## src/rtl/uart_pkg.sv

```systemverilog
// Shared UART definitions: TX engine states, data-length codes and parity modes.
// The parity-mode constants are also used by the receive side.
package uart_pkg;

    localparam logic [2:0] ST_IDLE   = 3'd0;
    localparam logic [2:0] ST_START  = 3'd1;
    localparam logic [2:0] ST_DATA   = 3'd2;
    localparam logic [2:0] ST_PARITY = 3'd3;
    localparam logic [2:0] ST_STOP1  = 3'd4;
    localparam logic [2:0] ST_STOP2  = 3'd5;
    localparam logic [2:0] ST_BREAK  = 3'd6;

    localparam logic [1:0] LEN_5 = 2'b00;
    localparam logic [1:0] LEN_6 = 2'b01;
    localparam logic [1:0] LEN_7 = 2'b10;
    localparam logic [1:0] LEN_8 = 2'b11;

    localparam logic PARITY_EVEN = 1'b0;
    localparam logic PARITY_ODD  = 1'b1;

    function automatic logic [3:0] data_bits(input logic [1:0] code);
        return 4'd5 + {2'b00, code};
    endfunction

endpackage

```

## src/rtl/uart_tx_fifo.sv

```systemverilog
// First-word-fall-through byte FIFO for the UART transmitter.
// A write into a full FIFO is still accepted when a pop frees a slot in the same cycle.
module uart_tx_fifo #(
    parameter int FIFO_DEPTH = 16,
    parameter int LVL_W      = $clog2(FIFO_DEPTH) + 1
) (
    input  logic             clk,
    input  logic             reset_n,
    input  logic             push,
    input  logic             pop,
    input  logic [7:0]       din,
    output logic [7:0]       dout,
    output logic             full,
    output logic             empty,
    output logic [LVL_W-1:0] level,
    output logic             overflow
);

    localparam int PTR_W = (FIFO_DEPTH > 1) ? $clog2(FIFO_DEPTH) : 1;

    logic [7:0]       mem [FIFO_DEPTH];
    logic [PTR_W-1:0] wr_ptr;
    logic [PTR_W-1:0] rd_ptr;
    logic             do_push;
    logic             do_pop;
    logic [LVL_W-1:0] next_level;

    function automatic logic [PTR_W-1:0] next_ptr(input logic [PTR_W-1:0] p);
        if (p == PTR_W'(FIFO_DEPTH - 1))
            return '0;
        return p + PTR_W'(1);
    endfunction

    assign do_pop     = pop && !empty;
    assign do_push    = push && (!full || do_pop);
    assign next_level = level + LVL_W'(do_push) - LVL_W'(do_pop);
    assign dout       = mem[rd_ptr];

    always_ff @(posedge clk) begin
        if (do_push)
            mem[wr_ptr] <= din;
    end

    always_ff @(posedge clk or negedge reset_n) begin
        if (!reset_n) begin
            wr_ptr   <= '0;
            rd_ptr   <= '0;
            level    <= '0;
            full     <= 1'b0;
            empty    <= 1'b1;
            overflow <= 1'b0;
        end else begin
            if (do_push)
                wr_ptr <= next_ptr(wr_ptr);
            if (do_pop)
                rd_ptr <= next_ptr(rd_ptr);
            level    <= next_level;
            full     <= (next_level == LVL_W'(FIFO_DEPTH));
            empty    <= (next_level == '0);
            overflow <= push && !do_push;
        end
    end

endmodule

```

## src/rtl/uart_tx_frame.sv

```systemverilog
// UART transmit engine: FIFO-fed, per-frame format (5-8 data bits, parity, 1/2 stop), line break.
// The line only changes on baud_tick edges; the FIFO runs every clock.
module uart_tx_frame
    import uart_pkg::*;
#(
    parameter int FIFO_DEPTH = 16,
    parameter int LVL_W      = $clog2(FIFO_DEPTH) + 1
) (
    input  logic             clk,
    input  logic             reset_n,
    input  logic             baud_tick,
    input  logic             wr_en,
    input  logic [7:0]       wr_data,
    input  logic [1:0]       data_len,
    input  logic             parity_en,
    input  logic             odd_n_even,
    input  logic             stop2,
    input  logic             send_break,
    output logic             tx,
    output logic             busy,
    output logic             full,
    output logic             empty,
    output logic [LVL_W-1:0] fifo_level,
    output logic             overflow
);

    logic [2:0] state;
    logic [7:0] shift;
    logic [3:0] bit_cnt;
    logic       par_acc;
    logic [1:0] len_l;
    logic       par_en_l;
    logic       odd_l;
    logic       stop2_l;
    logic [7:0] head;
    logic       idle_slot;
    logic       start_frame;

    uart_tx_fifo #(
        .FIFO_DEPTH (FIFO_DEPTH),
        .LVL_W      (LVL_W)
    ) u_fifo (
        .clk      (clk),
        .reset_n  (reset_n),
        .push     (wr_en),
        .pop      (start_frame),
        .din      (wr_data),
        .dout     (head),
        .full     (full),
        .empty    (empty),
        .level    (fifo_level),
        .overflow (overflow)
    );

    // The final stop bit's tick doubles as the IDLE tick so queued frames run back-to-back.
    assign idle_slot   = (state == ST_IDLE) || (state == ST_STOP2) ||
                         ((state == ST_STOP1) && !stop2_l);
    assign start_frame = baud_tick && idle_slot && !send_break && !empty;
    assign busy        = (state != ST_IDLE);

    always_ff @(posedge clk or negedge reset_n) begin
        if (!reset_n) begin
            state    <= ST_IDLE;
            tx       <= 1'b1;
            shift    <= '0;
            bit_cnt  <= '0;
            par_acc  <= 1'b0;
            len_l    <= LEN_5;
            par_en_l <= 1'b0;
            odd_l    <= PARITY_EVEN;
            stop2_l  <= 1'b0;
        end else if (baud_tick) begin
            if (idle_slot) begin
                if (send_break) begin
                    state <= ST_BREAK;
                    tx    <= 1'b0;
                end else if (!empty) begin
                    shift    <= head;
                    len_l    <= data_len;
                    par_en_l <= parity_en;
                    odd_l    <= odd_n_even;
                    stop2_l  <= stop2;
                    tx       <= 1'b0;
                    state    <= ST_START;
                end else begin
                    tx    <= 1'b1;
                    state <= ST_IDLE;
                end
            end else begin
                case (state)
                    ST_START: begin
                        tx      <= shift[0];
                        par_acc <= shift[0];
                        shift   <= shift >> 1;
                        bit_cnt <= 4'd1;
                        state   <= ST_DATA;
                    end
                    ST_DATA: begin
                        if (bit_cnt == data_bits(len_l)) begin
                            if (par_en_l) begin
                                tx    <= odd_l ^ par_acc;
                                state <= ST_PARITY;
                            end else begin
                                tx    <= 1'b1;
                                state <= ST_STOP1;
                            end
                        end else begin
                            tx      <= shift[0];
                            par_acc <= par_acc ^ shift[0];
                            shift   <= shift >> 1;
                            bit_cnt <= bit_cnt + 4'd1;
                        end
                    end
                    ST_PARITY: begin
                        tx    <= 1'b1;
                        state <= ST_STOP1;
                    end
                    ST_STOP1: begin
                        tx    <= 1'b1;
                        state <= ST_STOP2;
                    end
                    ST_BREAK: begin
                        if (!send_break) begin
                            tx      <= 1'b1;
                            stop2_l <= 1'b0;
                            state   <= ST_STOP1;
                        end else begin
                            tx <= 1'b0;
                        end
                    end
                    default: begin
                        tx    <= 1'b1;
                        state <= ST_IDLE;
                    end
                endcase
            end
        end
    end

endmodule
```

## config.mk

```make
export PLATFORM = sky130hd
export DESIGN_NAME = uart_tx_frame
export DESIGN_NICKNAME = d
export VERILOG_FILES = /design/src/rtl/uart_pkg.sv /design/src/rtl/uart_tx_fifo.sv /design/src/rtl/uart_tx_frame.sv
export SDC_FILE = /design/constraint.sdc
export NUM_CORES = 1
export LEC_CHECK = 0
export CAP_MARGIN = 15
export CORE_UTILIZATION = 40
export DETAILED_ROUTE_END_ITERATION = 10
export HOLD_SLACK_MARGIN = 0.12
export SLEW_MARGIN = 5
export SYNTH_ARGS = -nofsm -noshare
export SYNTH_HDL_FRONTEND = slang
export SYNTH_HIERARCHICAL = 1
export SYNTH_SLANG_ARGS = --single-unit
export TNS_END_PERCENT = 1
```

## constraint.sdc

```tcl
create_clock -name clk -period 4.1 [get_ports clk]
set_clock_uncertainty 0.1 [all_clocks]
set_input_delay 0.615 -clock clk [delete_from_list [all_inputs] [get_ports clk]]
set_output_delay 0.615 -clock clk [all_outputs]
set_load 0.005 [all_outputs]
```

## After elaboration in Yosys (flattened, before gate mapping)

Memories as Yosys holds them, arrays and structs flattened.
Index checks and enable logic that the tools add are counted.

- Register bits after elaboration: 38
- Latch bits: 0
- Memory bits (writable): 128
- Memory bits (read-only): 0
- Input port bits: 18
- Output and inout port bits: 10
- Logic and storage cells: 108
- Memories kept: 1

Memory list:

| memory | depth | bits a word | read ports | clocked after memory_dff | write ports | line | RTL |
|---|---|---|---|---|---|---|---|
| u_fifo.mem | 16 | 8 | 1 | 0 | 1 | uart_tx_fifo.sv:21 | `logic [7:0] mem [FIFO_DEPTH];` |

- Add/subtract/negate cells: 6
- Multiply operators: 0
- Div/mod/pow operators: 0
- Magnitude comparators: 0
- Equality and inequality tests: 17
- Shift operators: 0
- Multiplexer cells: 38
- Bitwise gates (word level): 5
- Reduce and logical (&&, ||, !) cells: 26

Operators by type and width:

| kind | number |
|---|---|
| $mux 8 | 4 |
| $mux 4 | 5 |
| $mux 1 | 19 |
| $pmux 8 s2 | 1 |
| $mux 3 | 5 |
| $pmux 3 s5 | 1 |
| $add 4x1->4 const B | 3 |
| $reduce_and 5->1 | 2 |
| $eq 3x3->1 const B | 3 |
| $ne 3x3->1 const B | 3 |
| $eq 4x4->1 const B | 2 |
| $ne 2x2->1 const B | 4 |
| $pmux 4 s2 | 1 |
| $reduce_and 4->1 | 2 |
| $logic_and 1x1->1 | 7 |
| $eq 3x2->1 const B | 2 |
| $reduce_bool 3->1 | 2 |
| $add 5x1->5 | 1 |
| $eq 5x5->1 const B | 1 |
| $logic_not 1->1 | 5 |
| $logic_not 5->1 | 1 |
| $sub 5x1->5 | 1 |
| $add 3x2->4 const A | 1 |
| $eq 4x4->1 | 1 |
| 9 further kinds | 15 |

## Longest topological paths before layout

- Depth in word-level cells: 12
- Mapped depth: 16

## Hierarchy

Netlist, hierarchy kept.

Modules (own cells, without submodules):

| module | times used | cells an instance | area each (µm²) |
|---|---|---|---|
| uart_tx_fifo | 1 | 304 | 5818.1 |
| uart_tx_frame | 1 | 145 | 1485.2 |

## Worst setup path after synthesis

OpenSTA, ideal clock, no wires.

- Path type: in2reg
- Start: in send_break
- End: reg u_fifo.full
- Setup time: 0.066 ns
- Arrival: 3.735 ns
- Data required time: 3.934 ns
- Slack: 0.198 ns
- Stages on the path: 15
- Path buffers: 1
- Path through: or3b_1 a2111oi_4 nand2b_1 a21boi_1 buf_2 inv_1 ha_1 inv_1 ha_1 inv_1 fa_1 inv_1 nor4b_1 mux2i_1 and3b_1

- Word-level cells in the longest chain between the ends: 9

RTL lines:

| item | line | RTL |
|---|---|---|
| from (decl) | uart_tx_frame.sv:18 | `input logic send_break,` |
| $logic_not 1->1 * | n/a |  |
| $logic_and 1x1->1 * (2 in a row) | uart_tx_frame.sv:58 | `assign start_frame = baud_tick && idle_slot && !send_break && !empty;` |
| via start_frame | uart_tx_frame.sv:37 | `logic start_frame;` |
| $logic_and 1x1->1 * | uart_tx_fifo.sv:34 | `assign do_pop = pop && !empty;` |
| $logic_or 1x1->1 | uart_tx_fifo.sv:35 | `assign do_push = push && (!full \|\| do_pop);` |
| $logic_and 1x1->1 | uart_tx_fifo.sv:35 |  |
| $add 5x1->5 | uart_tx_fifo.sv:36 | `assign next_level = level + LVL_W'(do_push) - LVL_W'(do_pop);` |
| $sub 5x1->5 * | uart_tx_fifo.sv:36 |  |
| via u_fifo.next_level[1] | uart_tx_fifo.sv:26 | `logic [LVL_W-1:0] next_level;` |
| $eq 5x5->1 * | uart_tx_fifo.sv:58 | `full <= (next_level == LVL_W'(FIFO_DEPTH));` |
| to (signal assigned) | uart_tx_fifo.sv:58 |  |
| to (decl) | uart_tx_fifo.sv:13 | `output logic full,` |

The timed path passes the listed nets; every way through them passes the cells marked *.
A chain may end at the register's enable or synchronous reset.

## Final worst setup path

- Start: in baud_tick
- End: reg u_fifo.full

- Word-level cells in the longest chain between the ends: 9

RTL lines:

| item | line | RTL |
|---|---|---|
| from (decl) | uart_tx_frame.sv:11 | `input logic baud_tick,` |
| $logic_and 1x1->1 * (3 in a row) | uart_tx_frame.sv:58 |  |
| via start_frame | uart_tx_frame.sv:37 |  |
| $logic_and 1x1->1 * | uart_tx_fifo.sv:34 |  |
| $logic_or 1x1->1 | uart_tx_fifo.sv:35 |  |
| $logic_and 1x1->1 | uart_tx_fifo.sv:35 |  |
| $add 5x1->5 | uart_tx_fifo.sv:36 |  |
| $sub 5x1->5 * | uart_tx_fifo.sv:36 |  |
| via u_fifo.next_level[1] | uart_tx_fifo.sv:26 |  |
| $eq 5x5->1 * | uart_tx_fifo.sv:58 |  |

Marked as above.

==> results_dict.tcl <==
set metrics [dict create \
    antenna_found_initial 0 \
    p_per_area_nw_per_um2 710 \
    drt_drc_violations_left 0 \
    ys_seq_elements 166 \
    final_core_util_pct 47.7 \
    finalCritPeriodShare_pct 90.8 \
    ios 28 \
    die_y_um 137 \
    synth_top_area_cell "edfxtp_1" \
    vias 4013 \
    yosysWarnings 6 \
    start_util_pct 40.8 \
    grt_overflow 0 \
    finalNetCount 530 \
    cp_max_fo 3 \
    relSlewSlack_pct 41.3 \
    multiInputGateArea_sq_um 2290 \
    crit_type "in2reg" \
    final_cell_mix "edfxtp_1, dfrtp_1, buf_4, nand2_1, clkdlybuf4s50_1" \
    synth-edff-count 128 \
    synthArstFlopShare_pct 22.9 \
    r2r_start "u_fifo/empty$_DFF_PN1_" \
    pre_cts_slack_ns -0.0594 \
    design_area_sq_um 8540 \
    arrival_ns 3.98 \
    status "finished, final reports clean" \
    die_area_sq_um 18800 \
    chipWidth_um 137 \
    endpoint_kind "flop" \
    p_total_mw 6.06 \
    crit_start "baud_tick" \
    cts_sinks 166 \
    final-hold-violation-count 0 \
    setup_ws_ns 0.376 \
    cts_resized 0 \
    dp.final_hpwl_um 9550 \
    hp-class "in2async" \
    num_antenna_cells 0 \
    synth_area_leaders "edfxtp_1, dfrtp_1, mux4_1, mux4_2, ha_1" \
    drive_gt1_share_pct 19.7 \
    antenna_left 0 \
    totalWireLength_um 14500 \
    clock_latency_ns 0.43 \
    cts-buffers-inserted 17 \
    period_minus_slack_ns 3.72 \
    vias_per_cell 5.42 \
    grt_pass1_wl_um 23200 \
    seq_area_frac_synth_pct 65.7 \
    synth_flop_cell "edfxtp_1" \
    fmax_ghz 0.269 \
    cts_root_buf "clkbuf_16" \
    grt_pass1_vias 4169 \
    ff_latch_area_sq_um 4800 \
    tightestPinTransition_ns 0.881 \
    setup_violations 0 \
    htreeDepth 4 \
    grt_max_degree 39 \
    ys_types 58 \
    clockBufferDepth 2 \
    cts.clk_slew.worst_paths_ns 0.07 \
    instances_no_fill 741 \
    netlist_instances 449 \
    cts_setup_buffers 0 \
    placedCellCount 709 \
    rsz0062_at_grt "no" \
    row_count 49 \
    grt_usage_pct 17.0 \
    drt_pass1_iterations 4 \
    final-max-slew-violation-count 0 \
    cts_tree "built" \
    cap_viol_max_count 0 \
    final_common_cell "edfxtp_1" \
    post_dp_cell_area_sq_um 7930 \
    wl_per_cell_um 19.5 \
    gp_congestion 0.819 \
    core_area_sq_um 17900 \
    start_kind "input pin" \
    vdd_drop_max_uv 347 \
    drt_iter0_markers 384 \
    cts_hold_buf 0 \
    synth_top_cell_area_share_pct 52.6 \
    crit_required_ns 4.36 \
    leakage_nw 3.10 \
    synth_fp_nets 480 \
    syn_area_sq_um 7300 \
    numPortBuffers 27 \
    area_growth_pct 16.9 \
    nFillCells 1529 \
    synth.avg_cell_area_sq_um 16.3 \
]
through the flow:
stage	TNS, ns	hold WS, ns
after floorplan	0	0.219
after global placement	0	0.389
after detailed placement	-0.0594	0.394
after CTS	0	0.237
after global routing	0	0.273
final	0	0.205
worst paths after layout:
path	endpoint	slack (ns)	cells after the start
setup / recovery	u_fifo/full$_DFF_PN0_	0.38	15
hold / removal	state[1]$_DFFE_PN0P_	0.20	1
setup reg to reg	u_fifo/full$_DFF_PN0_	0.64	14
hold reg to reg	shift[5]$_DFFE_PN0P_	0.42	1
max in group asynchronous	u_fifo/rd_ptr[0]$_DFFE_PN0P_	3.09	1
min in group clk	shift[5]$_DFFE_PN0P_	0.42	1
final cells by class:
class	instances	share of cell area (%)
inverter	20	0.879
tap	229	3.36
sequential	166	56.2
multi-input combinational	238	26.8
clock buffer	17	4.98
timing repair buffer	56	5.66
clock inverter	15	2.13
cell families after synthesis:
kind of cell	count (synthesis)	synth area share [%]
multiplexers	55	14.5
AND/OR/NAND/NOR	95	6.54
buffers and inverters	45	3.00
flip-flops	166	65.7
adder cells (fa/ha/maj)	13	2.33
XOR/XNOR	8	0.959
AO/OA/AOI/OAI	67	6.97
synth_stat cells (3+ instances only):
master,count
clkbuf_1,13
o311ai_0,3
mux2i_1,5
a21o_1,5
buf_2,6
a22oi_1,17
nand2_1,27
a21oi_1,7
o21ai_0,9
xnor2_1,6
ha_1,12
mux4_2,16
o22ai_1,3
inv_1,20
nand3_1,8
nand2b_1,8
nor2b_1,9
o211ai_1,4
mux2_2,11
dfrtp_1,36
mux4_1,16
mux2_4,7
nor3_1,8
edfxtp_1,128
nor2_1,19
flip-flops by register name, summed over array words and instances (netlist names):
register,cells
u_fifo/overflow,1
tx,1
bit_cnt,4
u_fifo/level,5
shift,8
state,3
u_fifo/full,1
par_acc,1
u_fifo/empty,1
odd_l,1
par_en_l,1
u_fifo/wr_ptr,4
u_fifo/rd_ptr,4
u_fifo/mem,128
len_l,2
stop2_l,1
worst max-delay path, stage by stage:
cell             delay [ns]
clkdlybuf4s50_1        0.47
or3b_1                 0.39
a2111oi_4              0.31
nand2b_1               0.12
a21boi_1               0.22
inv_1                  0.07
ha_1                   0.29
inv_1                  0.06
ha_1                   0.15
inv_1                  0.05
fa_1                   0.48
inv_1                  0.07
nor4b_1                0.33
mux2i_1                0.15
and3b_1                0.23
power by group:
| group | switching (mW) | leakage (nW) | internal, mW |
|---|---|---|---|
| logic | 1.05 | 1.19 | 1.03 |
| registers | 0.246 | 1.61 | 2.13 |
| clock network | 0.727 | 0.299 | 0.876 |
per-layer routing:
metal / wire length [um] / up-vias / global-route usage [%]
met5: 0 / - / 0
met4: 142 / 0 / 5.98
met3: 530 / 11 / 3.81
met2: 7360 / 69 / 28.1
met1: 6430 / 2071 / 22.1
li1: - / 1862 / -
Note: power is estimated with default switching activity, not from simulation.
